File: config.mk
export PLATFORM = sky130hd
export DESIGN_NAME = game_input_ctrl_flat
export DESIGN_NICKNAME = d
export VERILOG_FILES = /design/src/rtl/game_pkg.sv /design/src/rtl/game_input_ctrl_if.sv /design/src/rtl/game_input_ctrl_btn_debounce.sv /design/src/rtl/game_input_ctrl.sv /design/src/flat_wrapper.sv
export SDC_FILE = /design/constraint.sdc
export NUM_CORES = 1
export LEC_CHECK = 0
export ABC_AREA = 0
export CAP_MARGIN = 15
export CORE_ASPECT_RATIO = 0.75
export CORE_MARGIN = 2
export CORE_UTILIZATION = 54
export DETAILED_ROUTE_END_ITERATION = 10
export HOLD_SLACK_MARGIN = 0.03
export MAX_ROUTING_LAYER = met4
export PLACE_DENSITY = 0.8
export SETUP_SLACK_MARGIN = 0.02
export SYNTH_ARGS = -nofsm -noshare
export SYNTH_HDL_FRONTEND = slang
export SYNTH_SLANG_ARGS = --single-unit
File: constraint.sdc
create_clock -name clk -period 1.89 [get_ports clk]
set_clock_uncertainty 0.15 [all_clocks]
set_input_delay 0.2835 -clock clk [delete_from_list [all_inputs] [get_ports clk]]
set_output_delay 0.2835 -clock clk [all_outputs]
set_load 0.1 [all_outputs]
File: src/rtl/game_pkg.sv
// Shared constants for the Flappy Bird input front end: button roles and
// the default debounce interval (10 ms at 100 MHz).
package game_pkg;

  localparam int unsigned BTN_FLAP  = 0;
  localparam int unsigned BTN_PAUSE = 1;
  localparam int unsigned BTN_RESET = 2;

  localparam int unsigned DEFAULT_DEBOUNCE_CYCLES = 1_000_000;

endpackage

File: src/rtl/game_input_ctrl_if.sv
// Button/game-side signal bundle of game_input_ctrl. The master drives raw
// buttons, the game tick and the demo request; the slave returns the results.
interface game_input_ctrl_if #(
  parameter int unsigned N_BTN = 3
);

  logic [N_BTN-1:0] btn_raw;
  logic             game_tick;
  logic             demo_en;
  logic [N_BTN-1:0] btn_level;
  logic [N_BTN-1:0] btn_press;
  logic             flap;
  logic             paused;
  logic             game_reset;
  logic             demo_active;

  modport master (
    output btn_raw, game_tick, demo_en,
    input  btn_level, btn_press, flap, paused, game_reset, demo_active
  );

  modport slave (
    input  btn_raw, game_tick, demo_en,
    output btn_level, btn_press, flap, paused, game_reset, demo_active
  );

endinterface

File: src/rtl/game_input_ctrl_btn_debounce.sv
// Single-bit button conditioner: 2-FF synchroniser, stability counter that
// flips the level after DEBOUNCE_CYCLES+1 differing samples, rising-edge pulse.
module btn_debounce #(
  parameter int unsigned DEBOUNCE_CYCLES = 8
) (
  input  logic clk,
  input  logic clr,
  input  logic btn_raw,
  output logic btn_level,
  output logic btn_press
);

  localparam int unsigned CW = $clog2(DEBOUNCE_CYCLES + 1);

  logic          sync1, sync2, level_d;
  logic [CW-1:0] cnt;

  always_ff @(posedge clk or negedge clr) begin
    if (!clr) begin
      sync1     <= 1'b0;
      sync2     <= 1'b0;
      btn_level <= 1'b0;
      level_d   <= 1'b0;
      cnt       <= '0;
    end else begin
      sync1   <= btn_raw;
      sync2   <= sync1;
      level_d <= btn_level;
      if (sync2 == btn_level) begin
        cnt <= '0;
      end else if (cnt == CW'(DEBOUNCE_CYCLES)) begin
        // terminal count: accept the new level, restart from zero
        cnt       <= '0;
        btn_level <= ~btn_level;
      end else begin
        cnt <= cnt + 1'b1;
      end
    end
  end

  assign btn_press = btn_level & ~level_d;

endmodule

File: src/rtl/game_input_ctrl.sv
// Pushbutton front end for the game: debounce per button, flap/reset requests
// stretched to one game tick, pause toggle. Optional autoplay: DEMO_AUTOPLAY_EN.
module game_input_ctrl
  import game_pkg::*;
#(
  parameter int unsigned N_BTN           = 3,
  parameter int unsigned DEBOUNCE_CYCLES = DEFAULT_DEBOUNCE_CYCLES,
  parameter int unsigned DEMO_PERIOD     = 50
) (
  input logic               clk,
  input logic               clr,
  game_input_ctrl_if.slave  bus
);

  logic [N_BTN-1:0] level, press;

  for (genvar i = 0; i < N_BTN; i++) begin : g_btn
    btn_debounce #(
      .DEBOUNCE_CYCLES(DEBOUNCE_CYCLES)
    ) u_db (
      .clk      (clk),
      .clr      (clr),
      .btn_raw  (bus.btn_raw[i]),
      .btn_level(level[i]),
      .btn_press(press[i])
    );
  end

  assign bus.btn_level = level;
  assign bus.btn_press = press;

  logic flap_q, paused_q, reset_q;
  logic flap_pend, rst_pend;
  logic demo_fire, flap_set, rst_set, rst_load;

  always_comb begin
    flap_set = (press[BTN_FLAP] | demo_fire) & ~paused_q;
    rst_set  = press[BTN_RESET];
    rst_load = bus.game_tick & (rst_pend | rst_set);
  end

  // A request arriving in the tick cycle itself is captured by that tick.
  always_ff @(posedge clk or negedge clr) begin
    if (!clr) begin
      flap_q    <= 1'b0;
      flap_pend <= 1'b0;
      reset_q   <= 1'b0;
      rst_pend  <= 1'b0;
      paused_q  <= 1'b0;
    end else begin
      if (bus.game_tick) begin
        flap_q    <= ~paused_q & (flap_pend | flap_set);
        flap_pend <= 1'b0;
        reset_q   <= rst_pend | rst_set;
        rst_pend  <= 1'b0;
      end else begin
        flap_pend <= flap_pend | flap_set;
        rst_pend  <= rst_pend | rst_set;
      end
      if (rst_load) begin
        paused_q <= 1'b0;
      end else if (press[BTN_PAUSE]) begin
        paused_q <= ~paused_q;
      end
    end
  end

  assign bus.flap       = flap_q;
  assign bus.paused     = paused_q;
  assign bus.game_reset = reset_q;

`ifdef DEMO_AUTOPLAY_EN
  localparam int unsigned DW = $clog2(DEMO_PERIOD + 1);

  logic [DW-1:0] demo_cnt;
  logic          demo_run;

  assign demo_run  = bus.demo_en & ~paused_q;
  assign demo_fire = demo_run & ~reset_q & bus.game_tick &
                     (demo_cnt == DW'(DEMO_PERIOD - 1));

  always_ff @(posedge clk or negedge clr) begin
    if (!clr) begin
      demo_cnt <= '0;
    end else if (!demo_run || reset_q) begin
      demo_cnt <= '0;
    end else if (bus.game_tick) begin
      demo_cnt <= demo_fire ? '0 : demo_cnt + 1'b1;
    end
  end

  assign bus.demo_active = demo_run;
`else
  assign demo_fire       = 1'b0;
  assign bus.demo_active = 1'b0;
`endif

endmodule

File: src/flat_wrapper.sv
// flat-port wrapper written by rule: the top's interface ports become plain ports
module game_input_ctrl_flat import game_pkg::*;
#(
  parameter int unsigned N_BTN           = 3,
  parameter int unsigned DEBOUNCE_CYCLES = DEFAULT_DEBOUNCE_CYCLES,
  parameter int unsigned DEMO_PERIOD     = 50
)
  (clk, clr, bus_btn_raw, bus_game_tick, bus_demo_en, bus_btn_level, bus_btn_press, bus_flap, bus_paused, bus_game_reset, bus_demo_active);
  game_input_ctrl_if #(.N_BTN(N_BTN)) bus_i ();
  input logic clk;
  input logic clr;
  input wire logic [$bits(bus_i.btn_raw)-1:0] bus_btn_raw;
  input wire logic [$bits(bus_i.game_tick)-1:0] bus_game_tick;
  input wire logic [$bits(bus_i.demo_en)-1:0] bus_demo_en;
  output wire logic [$bits(bus_i.btn_level)-1:0] bus_btn_level;
  output wire logic [$bits(bus_i.btn_press)-1:0] bus_btn_press;
  output wire logic [$bits(bus_i.flap)-1:0] bus_flap;
  output wire logic [$bits(bus_i.paused)-1:0] bus_paused;
  output wire logic [$bits(bus_i.game_reset)-1:0] bus_game_reset;
  output wire logic [$bits(bus_i.demo_active)-1:0] bus_demo_active;
  assign bus_i.btn_raw = bus_btn_raw;
  assign bus_i.game_tick = bus_game_tick;
  assign bus_i.demo_en = bus_demo_en;
  assign bus_btn_level = bus_i.btn_level;
  assign bus_btn_press = bus_i.btn_press;
  assign bus_flap = bus_i.flap;
  assign bus_paused = bus_i.paused;
  assign bus_game_reset = bus_i.game_reset;
  assign bus_demo_active = bus_i.demo_active;
  game_input_ctrl #(.N_BTN(N_BTN), .DEBOUNCE_CYCLES(DEBOUNCE_CYCLES), .DEMO_PERIOD(DEMO_PERIOD)) u_core (.clk(clk), .clr(clr), .bus(bus_i));
endmodule
==> results of run 1 <==
-- through the flow --
step | hold slack [ps] | power (mW) | setup slack [ps] | utilization | instance area, um2
finish | 202 | 3.39 | -134 | 0.763 | 5190
global route | 204 | 3.51 | -201 | 0.763 | 5190
CTS | 203 | 3.34 | -43.7 | 0.702 | 4770
detailed placement | 83.7 | 1.94 | -77.6 | 0.656 | 4460
global placement | 78.8 | 1.93 | -35.1 | 0.656 | 4460
floorplan | -162 | 1.83 | -37.5 | - | 3810
-- placed cells by master, fill, tap and decap left out, drive strengths merged --
master and count:
nor3 11, o21ai 13, or2 1, xor2 16, and4 4, inv 20
or3 8, a21oi 21, o211ai 1, and2 2, nand4 16, nor2 52
or4b 2, and3 4, mux2 3, nand3 20, and4b 1, nand4b 2
o31ai 8, nand3b 1, nor2b 3, clkinv 2, nand2 21, clkdlybuf4s50 4
xnor2 24, ha 6, buf 79, nor4 8, dfrtp 77, bufinv 2
nor4b 5, clkbuf 13, conb 1, nand4bb 1, dlygate4sd3 1, or4 11
-- cell families (layout without fill, tap and decap cells) --
kind of cell             count (synthesis)  in the layout  synth area share
adder cells (fa/ha/maj)                  6              6            0.0199
buffers and inverters                   35            121            0.0451
flip-flops                              77             77             0.511
other                                    1              1          0.000994
XOR/XNOR                                40             40            0.0929
AND/OR/NAND/NOR                        173            173             0.257
AO/OA/AOI/OAI                           43             43            0.0640
multiplexers                             3              3           0.00896
-- registers in the layout, indices dropped and copies added, names as in the netlist --
signal	flops
u_core.g_btn.u_db.sync2	3
u_core.flap_pend	1
u_core.bus.paused	1
u_core.bus.flap	1
u_core.g_btn.u_db.level_d	3
u_core.g_btn.u_db.btn_level	3
u_core.rst_pend	1
u_core.g_btn.u_db.sync1	3
u_core.g_btn.u_db.cnt	60
u_core.bus.game_reset	1
-- cell type report --
class,instances,area (um2)
Clock buffer,11,141
Fill cell,393,1610
Multi-Input combinational cell,266,1970
Inverter,19,71.3
Sequential cell,77,1930
Tap cell,84,105
Clock inverter,5,82.6
Timing Repair Buffer,86,891
-- worst reg2reg max path, stage by stage (launching register included) --
cell and delay [ps]:
dfrtp_1 430, ha_1 230, nand4_1 180, buf_4 210, nor4_1 450, xnor2_1 220
nor2_2 50
-- power breakdown --
part / total, mW / internal, mW / switching, mW
clock network: 1.41 / 0.785 / 0.624
logic: 0.281 / 0.115 / 0.166
registers: 1.70 / 1.67 / 0.0269
-- routing by layer --
metal  up-vias  GRT usage
met5         -          -
met4         0     0.0644
met3        36     0.0624
met2       161      0.372
met1      1670      0.308
li1       1489          -
-- repair_timing --
item / 4_1_cts / 5_1_grt
endpoints found under the hold margin: 28 / 0
hold buffers: 1 / 0
cloned: 0 / 6
endpoints found under the setup margin: 30 / 64
buffers inserted: 4 / 9
pin swaps: 5 / 21
resized for setup: 11 / 79
-- worst max-delay path by stage --
stage                                      start                             end  slack [ps]  cells past startpoint
finish               u_core.g_btn[2].u_db.cnt[0]    u_core.g_btn[2].u_db.cnt[14]        -130                      6
global route         u_core.g_btn[2].u_db.cnt[0]    u_core.g_btn[2].u_db.cnt[14]        -200                      6
floorplan            u_core.g_btn[1].u_db.cnt[6]    u_core.g_btn[1].u_db.cnt[17]         -40                      5
detailed placement   u_core.g_btn[1].u_db.cnt[6]    u_core.g_btn[1].u_db.cnt[19]         -80                      4
global placement    u_core.g_btn[2].u_db.cnt[15]  u_core.g_btn[2].u_db.btn_level         -40                      4
CTS                  u_core.g_btn[0].u_db.cnt[0]    u_core.g_btn[0].u_db.cnt[18]         -40                      5
==> impl_metrics.json, run 1 <==
{
  "hold_end": "u_core.g_btn[1].u_db.sync2",
  "die_w_um": 100,
  "setup_slack_ps": -134,
  "p_per_area_nw_per_um2": 653,
  "wl_met1_um": 4460,
  "ys_ff_latch": 77,
  "drt_drc_violations_left": 0,
  "cp-start-kind": "flop",
  "synth_edf_count": 0,
  "diodes": 0,
  "postSynthAreaPerCell_um2": 9.98,
  "syn_nets": 391,
  "required_ps": 1980,
  "crit_buf_inv": 1,
  "violations": "setup timing",
  "portBuffers": 14,
  "ant_nets": 0,
  "first_iter_violations": 296,
  "endpoint_kind": "flop",
  "synth_cell_type_count": 40,
  "grt_max_degree": 37,
  "track_usage": 0.238,
  "cts.sinks": 77,
  "layout.cells.non_filler": 548,
  "max_stage_delay_ps": 450,
  "cts_buffers": 9,
  "clk_pin_slew_ps": 80,
  "clockBufferDepth": 2,
  "min_period_ps": 2020,
  "r2r_slack_ps": -130,
  "netlist.area_leader.share": 0.511,
  "fp.dieH_um": 76.4,
  "status": "complete, but fails checks",
  "tns_ps": -2030,
  "ys_top_cells_by_area": "dfrtp_1 (51%), xnor2_1 (5.6%), nor2_1 (5.2%), xor2_1 (3.7%), a21oi_1 (2.7%)",
  "worstPathCellList": "ha_1, nand4_1, buf_4, nor4_1, xnor2_1, nor2_2",
  "vias": 3356,
  "areaGrowthSynthToFinish_pct": 37.6,
  "hold_class": "reg2reg",
  "fin_crit_sh": 1.07,
  "htree_levels": 3,
  "dr_wl_met2_um": 5380,
  "drt_wl_total_um": 10800,
  "synth_commonest_cells": "dfrtp_1 (77), nor2_1 (52), xnor2_1 (24)",
  "drive_above_1_share": 0.371,
  "syn_area_um2": 3770,
  "worstPathArrival_ps": 2120,
  "wl_met3_um": 676,
  "synthCells": 378,
  "synth_top_area_cell": "dfrtp_1",
  "r2r_end": "u_core.g_btn[2].u_db.cnt[14]",
  "clkLatencyLatePin_ps": 350,
  "dieArea_um2": 7670,
  "crit-reg2reg-launch": "u_core.g_btn[2].u_db.cnt[0]",
  "r2r_cells": 6,
  "peakVddDrop_v": 0.000429,
  "crit_type": "reg2reg",
  "clock_tree.root_cell": "clkbuf_8",
  "maxUsedRoutingLayer": "met4",
  "dp.cells": 512,
  "drv_slew": 0,
  "post-synth-top-count-cell": "dfrtp_1",
  "min_from": "u_core.g_btn[1].u_db.sync1",
  "dr.pass1.iters": 7,
  "dp_hpwl_um": 5440,
  "grt_pass1_wl_um": 14000,
  "cp_max_fo": 5,
  "p_leak_nw": 2.17,
  "async_flop_share": 1.00,
  "wl_per_cell_um": 19.8,
  "grt_pass1_vias": 3002,
  "slowest_stage": "nor4_1",
  "rows": 26,
  "cts_tree": "built",
  "rsz0062_at_grt": "true",
  "fin_nets": 472,
  "synth-warning-count": 0,
  "crit_family": "simple AND/OR/NAND/NOR gates",
  "antenna_found_initial": 0,
  "min_path_cells": 0,
  "coreArea_um2": 6800,
  "timing_hold_violations_final": 0,
  "ys_seq_area_frac": 0.511,
  "start_util": 0.555,
  "gp_congestion": 0.841,
  "setup_violations": 38,
  "maxCapViolCount": 0,
  "grt-ovfl-total": 0,
  "ys.flop_type": "dfrtp_1",
  "routed_via_density": 6.12,
  "fmax_ghz": 0.494,
  "ios": 17
}
Note: power is estimated with default switching activity, not from simulation.
==> run 2, diff against run 1 <==
--- a/config.mk
+++ b/config.mk
@@ -15,6 +15,7 @@
 export MAX_ROUTING_LAYER = met4
 export PLACE_DENSITY = 0.8
 export SETUP_SLACK_MARGIN = 0.02
+export SKIP_LAST_GASP = 1
 export SYNTH_ARGS = -nofsm -noshare
 export SYNTH_HDL_FRONTEND = slang
 export SYNTH_SLANG_ARGS = --single-unit
==> run 2 against run 1 <==
Effect of this change: the flow still finishes with violations (setup timing); wire length is 3.7% lower; first-iteration DRC count decreased by 1.0%; global-route usage fell by 0.20 points; core utilization rose by 1.6 points; largest power group unchanged.
==> impl_metrics.json, run 2 (synthesized netlist as in run 1, its figures left out) <==
{
  "most-common-layout-cells": "dfrtp_1 (73), buf_4 (58), nor2_1 (29), xnor2_1 (23), nand2_1 (19)",
  "switching_share": 0.241,
  "clkPwrFrac": 0.414,
  "crit_type": "reg2reg",
  "grt-ovfl-total": 0,
  "cts_buffers": 9,
  "endpoint_kind": "flop",
  "grt_pass1_wl_um": 13900,
  "peakVddDrop_v": 0.000360,
  "wl_per_cell_um": 18.9,
  "grt_pass1_vias": 3017,
  "grt_max_degree": 37,
  "drive_above_1_share": 0.376,
  "worst_pin_slew_ps": 518,
  "clkLatencyLatePin_ps": 350,
  "drt_wl_total_um": 10400,
  "status": "complete, but fails checks",
  "coreArea_um2": 6800,
  "largest_register": "u_core.g_btn.u_db.cnt",
  "cp_max_fo": 3,
  "ios": 17,
  "total_power_mw": 3.40,
  "p_per_area_nw_per_um2": 641,
  "areaGrowthSynthToFinish_pct": 40.5,
  "rows": 26,
  "clockBufferDepth": 2,
  "p_leak_nw": 2.18,
  "fin_crit_sh": 1.07,
  "routed_via_density": 6.04,
  "violations": "setup timing",
  "dp_hpwl_um": 5440,
  "htree_levels": 3,
  "largest_reg_flops": 60,
  "drv_slew": 0,
  "required_ps": 1960,
  "pre_cts_ws_ps": -77.6,
  "rsz0062_at_grt": "true",
  "ant_nets": 0,
  "tns_ps": -3360,
  "hold_class": "reg2reg",
  "dr.pass1.iters": 5,
  "antenna_found_initial": 0,
  "final_common_cell": "dfrtp_1",
  "first_iter_violations": 293,
  "die_w_um": 100,
  "track_usage": 0.235,
  "seqPwrFrac": 0.499,
  "power.internal_mw": 2.58,
  "drt_drc_violations_left": 0,
  "fp.dieH_um": 76.4,
  "gp_congestion": 0.841,
  "clk_pin_slew_ps": 80,
  "clock_tree.root_cell": "clkbuf_8",
  "vias": 3334,
  "min_period_ps": 2020,
  "worstPathArrival_ps": 2100,
  "setup_slack_ps": -133,
  "portBuffers": 14,
  "fmax_ghz": 0.494,
  "cts.sinks": 77,
  "dieArea_um2": 7670,
  "switching_power_mw": 0.818,
  "relSlewSlack": 0.652,
  "combPwrFrac": 0.087,
  "cp-start-kind": "flop",
  "fin_nets": 476,
  "post-route-util": 0.779,
  "cts_tree": "built",
  "timing_hold_violations_final": 0,
  "maxCapViolCount": 0,
  "setup_violations": 58,
  "start_util": 0.555,
  "diodes": 0
}
[run 2: changes by cell type in the layout (fill, tap and decap cells not counted), sizes merged]
cell / change
buf: +4
[run 2: cell type report]
class | instances | area (um2)
Clock buffer | 11 | 141
Inverter | 19 | 71.3
Multi-Input combinational cell | 266 | 2040
Clock inverter | 5 | 82.6
Fill cell | 358 | 1500
Tap cell | 84 | 105
Sequential cell | 77 | 1930
Timing Repair Buffer | 90 | 930
[run 2: final timing paths]
path / from / to / slack [ps] / cells past startpoint
max: u_core.g_btn[1].u_db.cnt[8] / u_core.g_btn[1].u_db.btn_level / -130 / 5
min: u_core.g_btn[1].u_db.sync1 / u_core.g_btn[1].u_db.sync2 / 200 / 0
max reg2reg: u_core.g_btn[1].u_db.cnt[8] / u_core.g_btn[1].u_db.btn_level / -130 / 5
min reg2reg: u_core.g_btn[1].u_db.sync1 / u_core.g_btn[1].u_db.sync2 / 200 / 0
max in group asynchronous: clr / u_core.g_btn[2].u_db.cnt[4] / 790 / 3
min in group asynchronous: clr / u_core.g_btn[2].u_db.cnt[5] / 250 / 2
[run 2: per-layer routing]
layer,track usage,vias up,routed length [um]
li1,-,1497,-
met1,0.306,1616,4130
met2,0.370,175,5120
met3,0.0505,46,810
met4,0.0781,0,368
met5,-,-,0
[run 2: power by group through the flow]
stage / Combinational, mW / Sequential [mW] / Clock (mW)
finish: 0.294 / 1.70 / 1.41
detailed placement: 0.211 / 1.73 / 0
floorplan: 0.0799 / 1.75 / 0
global placement: 0.204 / 1.73 / 0
global route: 0.318 / 1.70 / 1.50
CTS: 0.217 / 1.70 / 1.42
[run 2: repair_timing]
action | in CTS | in global routing
endpoints found under the setup margin | 30 | 64
hold buffers | 1 | 0
endpoints found under the hold margin | 28 | 0
pin swaps | 5 | 26
buffers inserted | 4 | 14
resized for setup | 6 | 97
cloned | 0 | 5
[run 2: stage by stage]
step	hold slack [ps]	cells	area, um2
after detailed placement	83.7	512	4460
after global routing	204	552	5300
final	202	552	5300
after CTS	203	533	4750
after floorplan	-162	378	3810
after global placement	78.8	512	4460
[run 2: worst max-delay path, cell delays in order (launching register included)]
cell     delay (ps)
dfrtp_1         440
buf_4           170
nor4b_1         370
nand3_1         270
nor2_4          150
mux2_2          340
==> edit (config.mk and constraints of run 1) <==
Add a define of `DEMO_AUTOPLAY_EN`.
--- a/src/rtl/game_input_ctrl.sv
+++ b/src/rtl/game_input_ctrl.sv
@@ -1,5 +1,7 @@
 // Pushbutton front end for the game: debounce per button, flap/reset requests
 // stretched to one game tick, pause toggle. Optional autoplay: DEMO_AUTOPLAY_EN.
+`define DEMO_AUTOPLAY_EN
+
 module game_input_ctrl
   import game_pkg::*;
 #(
Behaviour: not the same (a bounded check fails within 4 cycles, from zero or initial values).
==> edit against run 1 <==
The run still ends with negative setup slack left. Largest cell class unchanged. Sequential cell count up 6. Sequential share of layout area grew 0.98 points. Power rose by 2.7%. Wire length down 9.8%. Maximum frequency fell by 0.58%. Final area rose by 5.4%. Setup slack worse by 0.012 ns. Critical path type unchanged. Area after synthesis increased by 8.0%. Final cell count increased by 8.2%.
==> edit: results (changes against run 1) <==
| Metric | Value |
|---|---|
| Largest net degree at the start of global routing | 43 (was 37) |
| Dpl cell area | 4860 um2 (was 4460 um2) |
| Met3 usage | 6.65% (was 6.24%) |
| Post-Syn Instances | 409 (was 378) |
| Layout cells sized above 1 | 35.4% (was 37.1%) |
| Pre-CTS setup slack | -0.0836 ns (was -0.0776 ns) |
| Final instance area | 5470 um2 (was 5190 um2) |
| GRT Util Overall | 24.5% (was 23.8%) |
| Inverters | 18 (was 19) |
| Reg area | 2090 um2 (was 1930 um2) |
| Routability congestion estimate from global placement | 0.858 (was 0.841) |
| R2r endpoint | u_core.g_btn[1].u_db.cnt[11] (was u_core.g_btn[2].u_db.cnt[14]) |
| Final worst slack | -0.146 ns (was -0.134 ns) |
| Port bufs | 16 (was 14) |
| Multi-input combinational area share | 39.6% (was 37.9%) |
| Top cells by count, synth | 83 x dfrtp_1, 49 x nor2_1, 27 x nand2_1 (was 77 x dfrtp_1, 52 x nor2_1, 24 x xnor2_1) |
| Final WL | 9.77 mm (was 10.8 mm) |
| Netlist cell types | 43 (was 40) |
| Result of the run | finished with violations (unchanged) |
| Routed wl met2 | 4.85 mm (was 5.38 mm) |
| Filler cells | 448 (was 393) |
| Hold WS | 0.206 ns (was 0.202 ns) |
| Syn Nets | 424 (was 391) |
| DR vias | 3386 (was 3356) |
| Grt met1 use | 30.8% (about the same) |
| Met2 Track Usage GR | 38.4% (was 37.2%) |
| Leakage | 0.00227 uW (was 0.00217 uW) |
| Post-Synth XOR/XNOR Area | 9.46% (was 9.29%) |
| Synth top area cells | dfrtp_1 51%, xnor2_1 4.9%, nor2_1 4.5% (was dfrtp_1 51%, xnor2_1 5.6%, nor2_1 5.2%) |
| DR pass1 iterations | 5 (was 7) |
| Endpoints failing setup | 28 (was 38) |
| Mux cell area share after synthesis | 1.11% (was 0.896%) |
| Clock-cell share | 3.82% (was 4.32%) |
| Comb_multi_in | 291 (was 266) |
| Failing checks | negative setup slack (unchanged) |
| Hold Path Origin | u_core.g_btn[0].u_db.sync1 (was u_core.g_btn[1].u_db.sync1) |
| Number of gates resized after CTS | 29 (was 11) |
| Seq/Total Area, Yosys | 51.0% (was 51.1%) |
==> edit: report_power, final <==
part | internal (uW) | switching [uW]
combinational | 120 | 168
clock | 741 | 616
sequential | 1800 | 33.4
==> edit: critical path: stages (launching register included) <==
cell,delay [ns]
dfrtp_1,0.43
or4b_4,0.57
o41ai_4,0.45
buf_4,0.23
nor2b_1,0.08
==> edit: how the worst max path moves through the flow <==
stage                                         to  slack, ns  depth (start not counted)
floorplan           u_core.g_btn[2].u_db.cnt[11]      -0.02                          7
global placement     u_core.g_btn[1].u_db.cnt[7]      -0.02                          7
detailed placement  u_core.g_btn[1].u_db.cnt[18]      -0.08                          4
CTS                 u_core.g_btn[1].u_db.cnt[18]      -0.07                          4
global route        u_core.g_btn[1].u_db.cnt[19]      -0.16                          5
finish              u_core.g_btn[1].u_db.cnt[11]      -0.15                          4
